[config.mk]
export PLATFORM = sky130hd
export DESIGN_NAME = dsp_mac_sequencer_flat
export DESIGN_NICKNAME = d
export VERILOG_FILES = /design/src/rtl/dsp_mac_sequencer_pkg.sv /design/src/rtl/dsp_mac_sequencer_if.sv /design/src/rtl/dsp_mac_sequencer_tag_pipe.sv /design/src/rtl/dsp_mac_sequencer.sv /design/src/flat_wrapper.sv
export SDC_FILE = /design/constraint.sdc
export NUM_CORES = 1
export LEC_CHECK = 0
export BUFFER_PORTS_ARGS = -buffer_cell sky130_fd_sc_hd__buf_2
export CORE_UTILIZATION = 42
export CTS_BUF_LIST = sky130_fd_sc_hd__clkbuf_4 sky130_fd_sc_hd__clkbuf_8
export DETAILED_ROUTE_END_ITERATION = 7
export PLACE_DENSITY = 0.8
export SLEW_MARGIN = 20
export SYNTH_ARGS = -nofsm -noshare
export SYNTH_HDL_FRONTEND = slang
export SYNTH_SLANG_ARGS = --single-unit
[constraint.sdc]
create_clock -name CLK -period 2.3 [get_ports CLK]
set_clock_uncertainty 0.2 [all_clocks]
set_input_delay 0.115 -clock CLK [delete_from_list [all_inputs] [get_ports CLK]]
set_output_delay 0.115 -clock CLK [all_outputs]
set_load 0.01 [all_outputs]
[src/rtl/dsp_mac_sequencer_pkg.sv]
// Shared constants and types for the DSP48A1 multiply-accumulate sequencer.
// The package defines the opmode words, the FSM state set and the tag-to-opmode mapping.
package dsp_ctrl_pkg;

    // Opmode words: X mux in [1:0], Z mux in [3:2]. Pre-adder, carry and subtract are never used.
    localparam logic [7:0] OP_FIRST = 8'h01;  // X=M, Z=0
    localparam logic [7:0] OP_ACC   = 8'h09;  // X=M, Z=P
    localparam logic [7:0] OP_HOLD  = 8'h08;  // X=0, Z=P

    typedef enum logic [2:0] {
        IDLE  = 3'd0,
        CLR   = 3'd1,
        LOAD  = 3'd2,
        DRAIN = 3'd3,
        DONE  = 3'd4
    } state_t;

    function automatic logic [7:0] tag_opmode(input logic v, input logic f);
        if (!v) begin
            return OP_HOLD;
        end
        return f ? OP_FIRST : OP_ACC;
    endfunction

endpackage

[src/rtl/dsp_mac_sequencer_if.sv]
// Job, operand-stream and result handshake bundle between a producer and the MAC sequencer.
interface dsp_mac_sequencer_if #(
    parameter int LEN_W = 8
);
    logic             start;
    logic [LEN_W-1:0] len;
    logic             busy;
    logic             s_valid;
    logic             s_ready;
    logic [17:0]      s_a;
    logic [17:0]      s_b;
    logic             res_valid;
    logic             res_ready;
    logic [47:0]      res_data;

    modport master (
        output start, len, s_valid, s_a, s_b, res_ready,
        input  busy, s_ready, res_valid, res_data
    );

    modport slave (
        input  start, len, s_valid, s_a, s_b, res_ready,
        output busy, s_ready, res_valid, res_data
    );
endinterface

[src/rtl/dsp_mac_sequencer_tag_pipe.sv]
// Valid/first tag shift register that tracks each operand pair through the slice pipeline.
// Stage 0 lines up with operands on dsp_a/dsp_b; the last stage lines up with the P capture.
module dsp_tag_pipe #(
    parameter int DEPTH = 3,
    parameter int TAP   = 1
) (
    input  logic CLK,
    input  logic RST,
    input  logic in_v,
    input  logic in_f,
    output logic v_head,
    output logic v_tail,
    output logic tap_v,
    output logic tap_f,
    output logic pending
);
    logic v_reg [DEPTH];
    logic f_reg [TAP+1];

    always_ff @(posedge CLK) begin
        if (RST) begin
            v_reg[0] <= 1'b0;
            f_reg[0] <= 1'b0;
        end else begin
            v_reg[0] <= in_v;
            f_reg[0] <= in_f;
        end
    end

    for (genvar gi = 1; gi < DEPTH; gi++) begin : g_v_stage
        always_ff @(posedge CLK) begin
            if (RST) begin
                v_reg[gi] <= 1'b0;
            end else begin
                v_reg[gi] <= v_reg[gi-1];
            end
        end
    end

    // The first flag only matters up to the opmode tap.
    for (genvar gi = 1; gi <= TAP; gi++) begin : g_f_stage
        always_ff @(posedge CLK) begin
            if (RST) begin
                f_reg[gi] <= 1'b0;
            end else begin
                f_reg[gi] <= f_reg[gi-1];
            end
        end
    end

    // A tag in the last stage is consumed at the coming edge, so it no longer counts as pending.
    always_comb begin
        pending = 1'b0;
        for (int i = 0; i < DEPTH - 1; i++) begin
            pending = pending | v_reg[i];
        end
    end

    assign v_head = v_reg[0];
    assign v_tail = v_reg[DEPTH-1];
    assign tap_v  = v_reg[TAP];
    assign tap_f  = f_reg[TAP];

endmodule

[src/rtl/dsp_mac_sequencer.sv]
// Drives one DSP48A1 slice as a multiply-accumulate engine: streams N operand pairs in,
// steers opmode/CEP from a tag pipe, and presents the 48-bit sum with valid/ready.
module dsp_mac_sequencer
    import dsp_ctrl_pkg::*;
#(
    parameter int LEN_W     = 8,
    parameter int PIPE_LAT  = 3,
    parameter int OPMODEREG = 1
) (
    input  logic                 CLK,
    input  logic                 RST,
    dsp_mac_sequencer_if.slave   bus,
    output logic [17:0]          dsp_a,
    output logic [17:0]          dsp_b,
    output logic [7:0]           dsp_opmode,
    output logic                 dsp_cea,
    output logic                 dsp_cem,
    output logic                 dsp_cep,
    output logic                 dsp_rstp,
    input  logic [47:0]          dsp_p
);
    localparam int OPM_TAP = PIPE_LAT - 1 - OPMODEREG;

    state_t           state_reg;
    logic [LEN_W-1:0] cnt_reg;
    logic             first_reg;
    logic [17:0]      a_reg;
    logic [17:0]      b_reg;
    logic             rstp_reg;
    logic             accept;
    logic             v_head, v_tail, tap_v, tap_f, pending;

    assign accept = (state_reg == LOAD) && bus.s_valid;

    dsp_tag_pipe #(
        .DEPTH (PIPE_LAT),
        .TAP   (OPM_TAP)
    ) u_tag_pipe (
        .CLK     (CLK),
        .RST     (RST),
        .in_v    (accept),
        .in_f    (first_reg),
        .v_head  (v_head),
        .v_tail  (v_tail),
        .tap_v   (tap_v),
        .tap_f   (tap_f),
        .pending (pending)
    );

    always_ff @(posedge CLK) begin
        if (RST) begin
            state_reg <= IDLE;
            cnt_reg   <= '0;
            first_reg <= 1'b0;
            a_reg     <= '0;
            b_reg     <= '0;
            rstp_reg  <= 1'b1;
        end else begin
            rstp_reg <= 1'b0;
            case (state_reg)
                IDLE: begin
                    if (bus.start) begin
                        if (bus.len != '0) begin
                            state_reg <= LOAD;
                            cnt_reg   <= bus.len;
                            first_reg <= 1'b1;
                        end else begin
                            // Empty job: clear P so the DONE state reports zero.
                            state_reg <= CLR;
                            rstp_reg  <= 1'b1;
                        end
                    end
                end
                CLR: state_reg <= DONE;
                LOAD: begin
                    if (bus.s_valid) begin
                        a_reg     <= bus.s_a;
                        b_reg     <= bus.s_b;
                        first_reg <= 1'b0;
                        cnt_reg   <= cnt_reg - 1'b1;
                        if (cnt_reg == LEN_W'(1)) begin
                            state_reg <= DRAIN;
                        end
                    end
                end
                DRAIN: begin
                    if (!pending) begin
                        state_reg <= DONE;
                    end
                end
                DONE: begin
                    if (bus.res_ready) begin
                        state_reg <= IDLE;
                    end
                end
                default: state_reg <= IDLE;
            endcase
        end
    end

    assign bus.busy      = (state_reg != IDLE);
    assign bus.s_ready   = (state_reg == LOAD);
    assign bus.res_valid = (state_reg == DONE);
    assign bus.res_data  = dsp_p;

    assign dsp_a      = a_reg;
    assign dsp_b      = b_reg;
    assign dsp_cea    = v_head;
    assign dsp_cem    = (state_reg != IDLE);
    assign dsp_cep    = v_tail;
    assign dsp_rstp   = rstp_reg;
    assign dsp_opmode = tag_opmode(tap_v, tap_f);

endmodule
[src/flat_wrapper.sv]
// flat-port wrapper written by rule: the top's interface ports become plain ports
module dsp_mac_sequencer_flat import dsp_ctrl_pkg::*;
#(
    parameter int LEN_W     = 8,
    parameter int PIPE_LAT  = 3,
    parameter int OPMODEREG = 1
)
  (CLK, RST, dsp_a, dsp_b, dsp_opmode, dsp_cea, dsp_cem, dsp_cep, dsp_rstp, dsp_p, bus_start, bus_len, bus_s_valid, bus_s_a, bus_s_b, bus_res_ready, bus_busy, bus_s_ready, bus_res_valid, bus_res_data);
  dsp_mac_sequencer_if #(.LEN_W(LEN_W)) bus_i ();
  input  logic CLK;
  input  logic RST;
  output logic [17:0] dsp_a;
  output logic [17:0] dsp_b;
  output logic [7:0] dsp_opmode;
  output logic dsp_cea;
  output logic dsp_cem;
  output logic dsp_cep;
  output logic dsp_rstp;
  input  logic [47:0] dsp_p;
  input wire logic [$bits(bus_i.start)-1:0] bus_start;
  input wire logic [$bits(bus_i.len)-1:0] bus_len;
  input wire logic [$bits(bus_i.s_valid)-1:0] bus_s_valid;
  input wire logic [$bits(bus_i.s_a)-1:0] bus_s_a;
  input wire logic [$bits(bus_i.s_b)-1:0] bus_s_b;
  input wire logic [$bits(bus_i.res_ready)-1:0] bus_res_ready;
  output wire logic [$bits(bus_i.busy)-1:0] bus_busy;
  output wire logic [$bits(bus_i.s_ready)-1:0] bus_s_ready;
  output wire logic [$bits(bus_i.res_valid)-1:0] bus_res_valid;
  output wire logic [$bits(bus_i.res_data)-1:0] bus_res_data;
  assign bus_i.start = bus_start;
  assign bus_i.len = bus_len;
  assign bus_i.s_valid = bus_s_valid;
  assign bus_i.s_a = bus_s_a;
  assign bus_i.s_b = bus_s_b;
  assign bus_i.res_ready = bus_res_ready;
  assign bus_busy = bus_i.busy;
  assign bus_s_ready = bus_i.s_ready;
  assign bus_res_valid = bus_i.res_valid;
  assign bus_res_data = bus_i.res_data;
  dsp_mac_sequencer #(.LEN_W(LEN_W), .PIPE_LAT(PIPE_LAT), .OPMODEREG(OPMODEREG)) u_core (.CLK(CLK), .RST(RST), .bus(bus_i), .dsp_a(dsp_a), .dsp_b(dsp_b), .dsp_opmode(dsp_opmode), .dsp_cea(dsp_cea), .dsp_cem(dsp_cem), .dsp_cep(dsp_cep), .dsp_rstp(dsp_rstp), .dsp_p(dsp_p));
endmodule
Yosys cells after proc, flatten, opt, wreduce, memory -nomap -nowiden --
Memory sizes are Yosys's and may differ from the RTL's. Index checks and enable logic that the tools add are counted.
Word-level totals: register bits after elaboration 49, latch bits 0, memory bits (writable) 5, ROM bits 0, input port bits 97, logic and storage cells 62, memories kept 2
Cells by class: add/sub/neg operators 1, $mul 0, divide/modulo/power cells 0, $lt $le $gt $ge 0, eq/ne operators 11, shift-type cells 0, multiplexer cells 28, bitwise operators 6, reductions and logical operators 8
Memories:
- u_core.u_tag_pipe.v_reg | words 3, bits a word 1, rd ports 3, clocked after Yosys merged registers in 0, write ports 3, RTL line dsp_mac_sequencer_tag_pipe.sv:17 | logic v_reg [DEPTH];
- u_core.u_tag_pipe.f_reg | words 2, bits a word 1, rd ports 2, clocked after Yosys merged registers in 0, write ports 2, RTL line dsp_mac_sequencer_tag_pipe.sv:18 | logic f_reg [TAP+1];
Operators by type and width (number):
- $mux W8 | 4
- $pmux W8 S2 | 1
- $mux W3 | 5
- $pmux W3 S5 | 1
- $mux W1 | 14
- $eq A8 B1 Y1 const B | 1
- $ne A2 B2 Y1 const B | 4
- $reduce_bool A8 Y1 | 1
- $sub A8 B1 Y8 const B | 1
- $eq A3 B2 Y1 const B | 2
- $or A1 B1 Y1 | 6
- $reduce_and A5 Y1 | 1
- $mux W4 | 1
- $ne A2 B1 Y1 const B | 2
- $reduce_and A4 Y1 | 1
- $eq A3 B1 Y1 const B | 1
- $eq A3 B3 Y1 const B | 1
- $logic_not A3 Y1 | 1
- $reduce_bool A3 Y1 | 1
- $mux W2 | 1
- $pmux W1 S2 | 1
- $reduce_and A2 Y1 | 1
- $reduce_bool A2 Y1 | 1
- $logic_and A1 B1 Y1 | 1

Longest topological paths before layout --
word-level depth 4, depth in mapped cells 6, depth with buffers taken out 6

By module --
A second synthesis with hierarchy kept.
Unflattened totals: cells, all modules 325, area total of the unflattened synthesis 2605.0 sq um
Modules (own cells, without submodules):
- dsp_mac_sequencer | instances 1, cells each 314, area an instance 2467.4 sq um
- dsp_tag_pipe | instances 1, cells each 11, area an instance 137.6 sq um

Worst setup path before layout --
No wires, ideal clock.
kind flip-flop to flip-flop, from register u_core.state_reg[2], to register u_core.state_reg[0], data arrival time 1.408 ns, required time 2.025 ns, path slack 0.617 ns, stages on the path, launching flop included 7, period minus slack after synthesis 1.683 ns, path through dfxtp_1 -> buf_2 -> or3b_1 -> buf_6 -> nor4b_2 -> a21oi_1 -> o22ai_1
On the way: longest elaborated chain between the ends 3, elaborated cells between the ends (all ways) 12, those cells by class eq/ne (9); mux (1); reduce/logical (2)
RTL lines:
- start, declared | RTL line dsp_mac_sequencer.sv:24 | state_t state_reg;
- start signal, assigned | RTL line dsp_mac_sequencer.sv:52 | state_reg <= IDLE;
- start signal, assigned | RTL line dsp_mac_sequencer.sv:64 | state_reg <= LOAD;
- start signal, assigned | RTL line dsp_mac_sequencer.sv:69 | state_reg <= CLR;
- $eq A3 B2 Y1, or another cell as far along | RTL line dsp_mac_sequencer.sv:60 | case (state_reg)
- $ne A2 B2 Y1 (no source line) or $ne A2 B1 Y1 (tied branches)
- $reduce_and A5 Y1 (no source line)
Several ways; a longest one is shown, not always the timed one. A chain may end at the register's enable or synchronous reset.

Worst setup path after layout --
from input port bus_len[3], to register u_core.cnt_reg[6]
On the way: longest elaborated chain between the ends 3
RTL lines:
- start, declared | RTL line flat_wrapper.sv:21 | input wire logic [$bits(bus_i.len)-1:0] bus_len;
- $reduce_bool A8 Y1 | RTL line dsp_mac_sequencer.sv:63 | if (bus.len != '0) begin
- $ne A2 B1 Y1 (no source line)
- $reduce_and A4 Y1 (no source line)
- end signal, assigned | RTL line dsp_mac_sequencer.sv:65 | cnt_reg <= bus.len;
- end signal, assigned | RTL line dsp_mac_sequencer.sv:80 | cnt_reg <= cnt_reg - 1'b1;
- end, declared | RTL line dsp_mac_sequencer.sv:25 | logic [LEN_W-1:0] cnt_reg;
No other way between the ends.

==> results by group <==
Pwr
  – Total Power: 0.00210 W
  – PD cells: ~630 mW/mm^2
  – Sw frac: between 20% and 30%
  – Psw: a little under 0.0006 W
  – Combinational Power Share: 20.7%
  – P_int: 0.00152 W
  – Static Leak: around 1.5 nW
  – Clk pwr share: 30.2%
  – Max IR drop VDD: 0.000310 V
  – Seq pwr share: 49.1%

STA
  – Final Max Tran Viols: 0
  – Fin. Hold Viols: 0
  – Worst slew margin: 61.9%
  – Final period utilization: 88.3%
  – Tmin final: 2.03 ns
  – Setup violators final: 0
  – RSZ-0062 raised after global routing: false
  – Fin Setup TNS: 0 ns
  – Tightest Pin Transition: 0.566 ns
  – Fmax: 492 MHz
  – Worst setup margin: 0.269 ns

Critical path
  – Worst setup path end: u_core.cnt_reg[6]
  – Crit path cell chain: dlygate4sd3_1, buf_2, or4_1, o21ai_2, a21oi_1, a32o_1
  – CP arrival: 2.03 ns
  – Worst R2R Path Depth: 5
  – Largest stage delay on the critical path: between 0.6 and 0.7 ns
  – Critical Path End Type: register
  – Req. time, crit path: roughly 2.3 ns
  – Worst reg2reg endpoint: u_core.cnt_reg[3]
  – Crit-path leading delay family: buffers and inverters
  – Worst path slowest cell: or4_1
  – Worst Setup SP: bus_len[3]
  – Stages on the worst setup path: 6
  – RR Startpoint: u_core.state_reg[2]
  – Startpoint types: primary input
  – Worst R2R Setup Slack: 0.32 ns
  – Crit Path Class: primary input to register
  – Crit Path Max Fanout: 5
  – Bufs and invs on worst path: 2

Floorplanning
  – DIE AREA: 0.00662 mm^2
  – Rows: 28
  – Die Width: 81.4 um
  – Initial Util: between 40% and 50%
  – Die Y: 81.4 um
  – Core region area: roughly 0.006 mm^2
  – # IOs: 196

CTS
  – Maximum clock path buffer count: 2
  – Reg clk slew, reported paths: 0.09 ns
  – Clock sink total: 54
  – Clock insertion delay at the later pin of the skew report: 0.30 ns
  – CTS root buf: clkbuf_8
  – CTS tree: built
  – CTS H-Tree Depth: 2
  – Num CTS Buffers: 5
  – Post-cts resize count: 0

Global route
  – First-pass GRT wire length: 10,100 um
  – Number of global-route vias before repair: 2,261
  – Largest net degree at the start of global routing: 41
  – Initial antenna violation count: 0
  – GR Util All Layers: 20.0%
  – Grt ovf: 0

Drt
  – Vias: 2,447
  – Antenna viol nets, final: 0
  – Final wirelength: 6500 um
  – Drt drc: 0
  – Iter 0 DRT Violations: 130
  – Avg WL per Cell: 13.3 um
  – Drt first pass iters: 5
  – Vias per cell: around 5.0

Placement
  – Port Buffer Count: 93
  – Final GP Congestion: 0.882
  – DP Wirelength: 4230 um
  – Dpl ws: 0.351 ns

Finish
  – Area grow syn2layout: 25.7%
  – Fillcell total: approximately 570
  – Share of layout cells above drive strength 1: 28.3%
  – Post-layout nets: 511
  – Diodes inserted: 0

Worst hold path
  – Worst Hold Class: primary input to register

Synthesis
  – Cells after synthesis: 331
  – Post-synth cell types: 43
  – Register bit total from synthesis: 54
  – Synth Flop Type: dfxtp_1
  – Mapped Area: 0.00265 mm^2
  – Synth Warn #: 0
  – Number of synthesized flops with an enable pin: 0
  – Average size of a mapped cell: about 8 um^2
  – Post-synthesis sequential area ratio: between 40% and 50%
  – Ys async rst share: 0%

Outcome
  – Status: finished, final reports clean

Run
  – Max Cap Viol: 0
-- cells by family (layout without fill, tap and decap cells) --
| logic type | count (synthesis) | after routing | synth area share, % |
|---|---|---|---|
| fa+ha+maj | 2 | 2 | 0.945 |
| simple gates | 124 | 124 | 21.6 |
| compound gates | 68 | 68 | 15.9 |
| buf+inv | 80 | 157 | 19.8 |
| mux | 2 | 2 | 0.804 |
| flops | 54 | 54 | 40.9 |
| other cells | 1 | 6 | 0.142 |
-- cell usage after synthesis, drive strengths merged (3+ instances only) --
cell type,count,area (um^2)
o211ai,3,22.5
nand3,5,25.0
nor3b,3,22.5
nor3,4,25.0
clkbuf,12,45.0
inv,7,26.3
dfxtp,54,1080
buf,61,452
nor2b,5,31.3
o31ai,3,22.5
a21oi,44,220
nor2,9,38.8
nand2,84,315
a32o,3,30.0
-- area by class of cell --
| class | count | area, um^2 | area share, % |
|---|---|---|---|
| clock buffers | 5 | 68.8 | 2.07 |
| clock inverters | 3 | 45.0 | 1.35 |
| inverters | 7 | 26.3 | 0.790 |
| multi-input cells | 202 | 1070 | 32.1 |
| flip-flops and latches | 54 | 1080 | 32.5 |
| well taps | 75 | 93.8 | 2.82 |
| repair buffers | 142 | 943 | 28.4 |
-- layer usage --
| metal | vias to the layer above | GRT usage (%) | wire, um |
|---|---|---|---|
| met3 | 12 | 6.85 | 510 |
| li1 | 1197 | - | - |
| met2 | 109 | 33.9 | 3350 |
| met1 | 1129 | 22.3 | 2580 |
| met4 | 0 | 9.46 | 65 |
| met5 | - | 0 | 0 |
-- layout by cell type, fill, tap and decap left out, types with 5 or more instances in the layout --
cell / netlist / routed
nand3_1: 5 / 5
nor2b_1: 5 / 5
conb_1: 1 / 6
a21oi_1: 44 / 44
nor2_1: 7 / 7
clkbuf_8: 0 / 5
buf_2: 4 / 93
buf_4: 56 / 5
dlygate4sd3_1: 0 / 44
nand2_1: 84 / 84
dfxtp_1: 54 / 54
inv_1: 7 / 7
-- stage by stage --
stage,area (um^2),std cells,hold slack (ns),util (%)
global route,3330,488,0.0300,55.5
global placement,2770,436,0.0301,46.3
CTS,3330,488,0.0156,55.5
finish,3330,488,0.0186,55.5
detailed placement,2770,436,0.0301,46.3
floorplan,2670,336,0.0223,-
-- worst min-delay path by stage --
| stage | depth (start not counted) | from | slack (ns) | end |
|---|---|---|---|---|
| 4_1_cts | 4 | bus_res_ready | 0.02 | u_core.state_reg[2] |
| 2_1_floorplan | 2 | bus_start | 0.02 | u_core.dsp_rstp |
| 5_1_grt | 0 | dsp_p[33] | 0.03 | bus_res_data[33] |
| 3_5_place_dp | 0 | dsp_p[21] | 0.03 | bus_res_data[21] |
| 6_report | 4 | bus_res_ready | 0.02 | u_core.state_reg[2] |
| 3_3_place_gp | 0 | dsp_p[21] | 0.03 | bus_res_data[21] |
-- what timing repair did --
action / in CTS / in global routing
hold buffers: 44 / 0
endpoints found under the hold margin: 44 / 0
setup buffers: 0 / 0
-- tightest hold or removal path, delay by kind of cell --
kind | cells | cell delay (ns)
buffers and inverters | 1 | 0.08
AOI/OAI and AO/OA | 1 | 0.17
and+or+nand+nor | 2 | 0.10
-- power by group through the flow --
stage	Clock (W)	Sequential, W	Combinational (W)
after floorplan	0	0.00106	0.000320
after global placement	0	0.00105	0.000363
after detailed placement	0	0.00105	0.000371
after CTS	0.000662	0.00103	0.000429
after global routing	0.000702	0.00104	0.000479
final	0.000635	0.00103	0.000434
(Power assumes the default switching activity.)
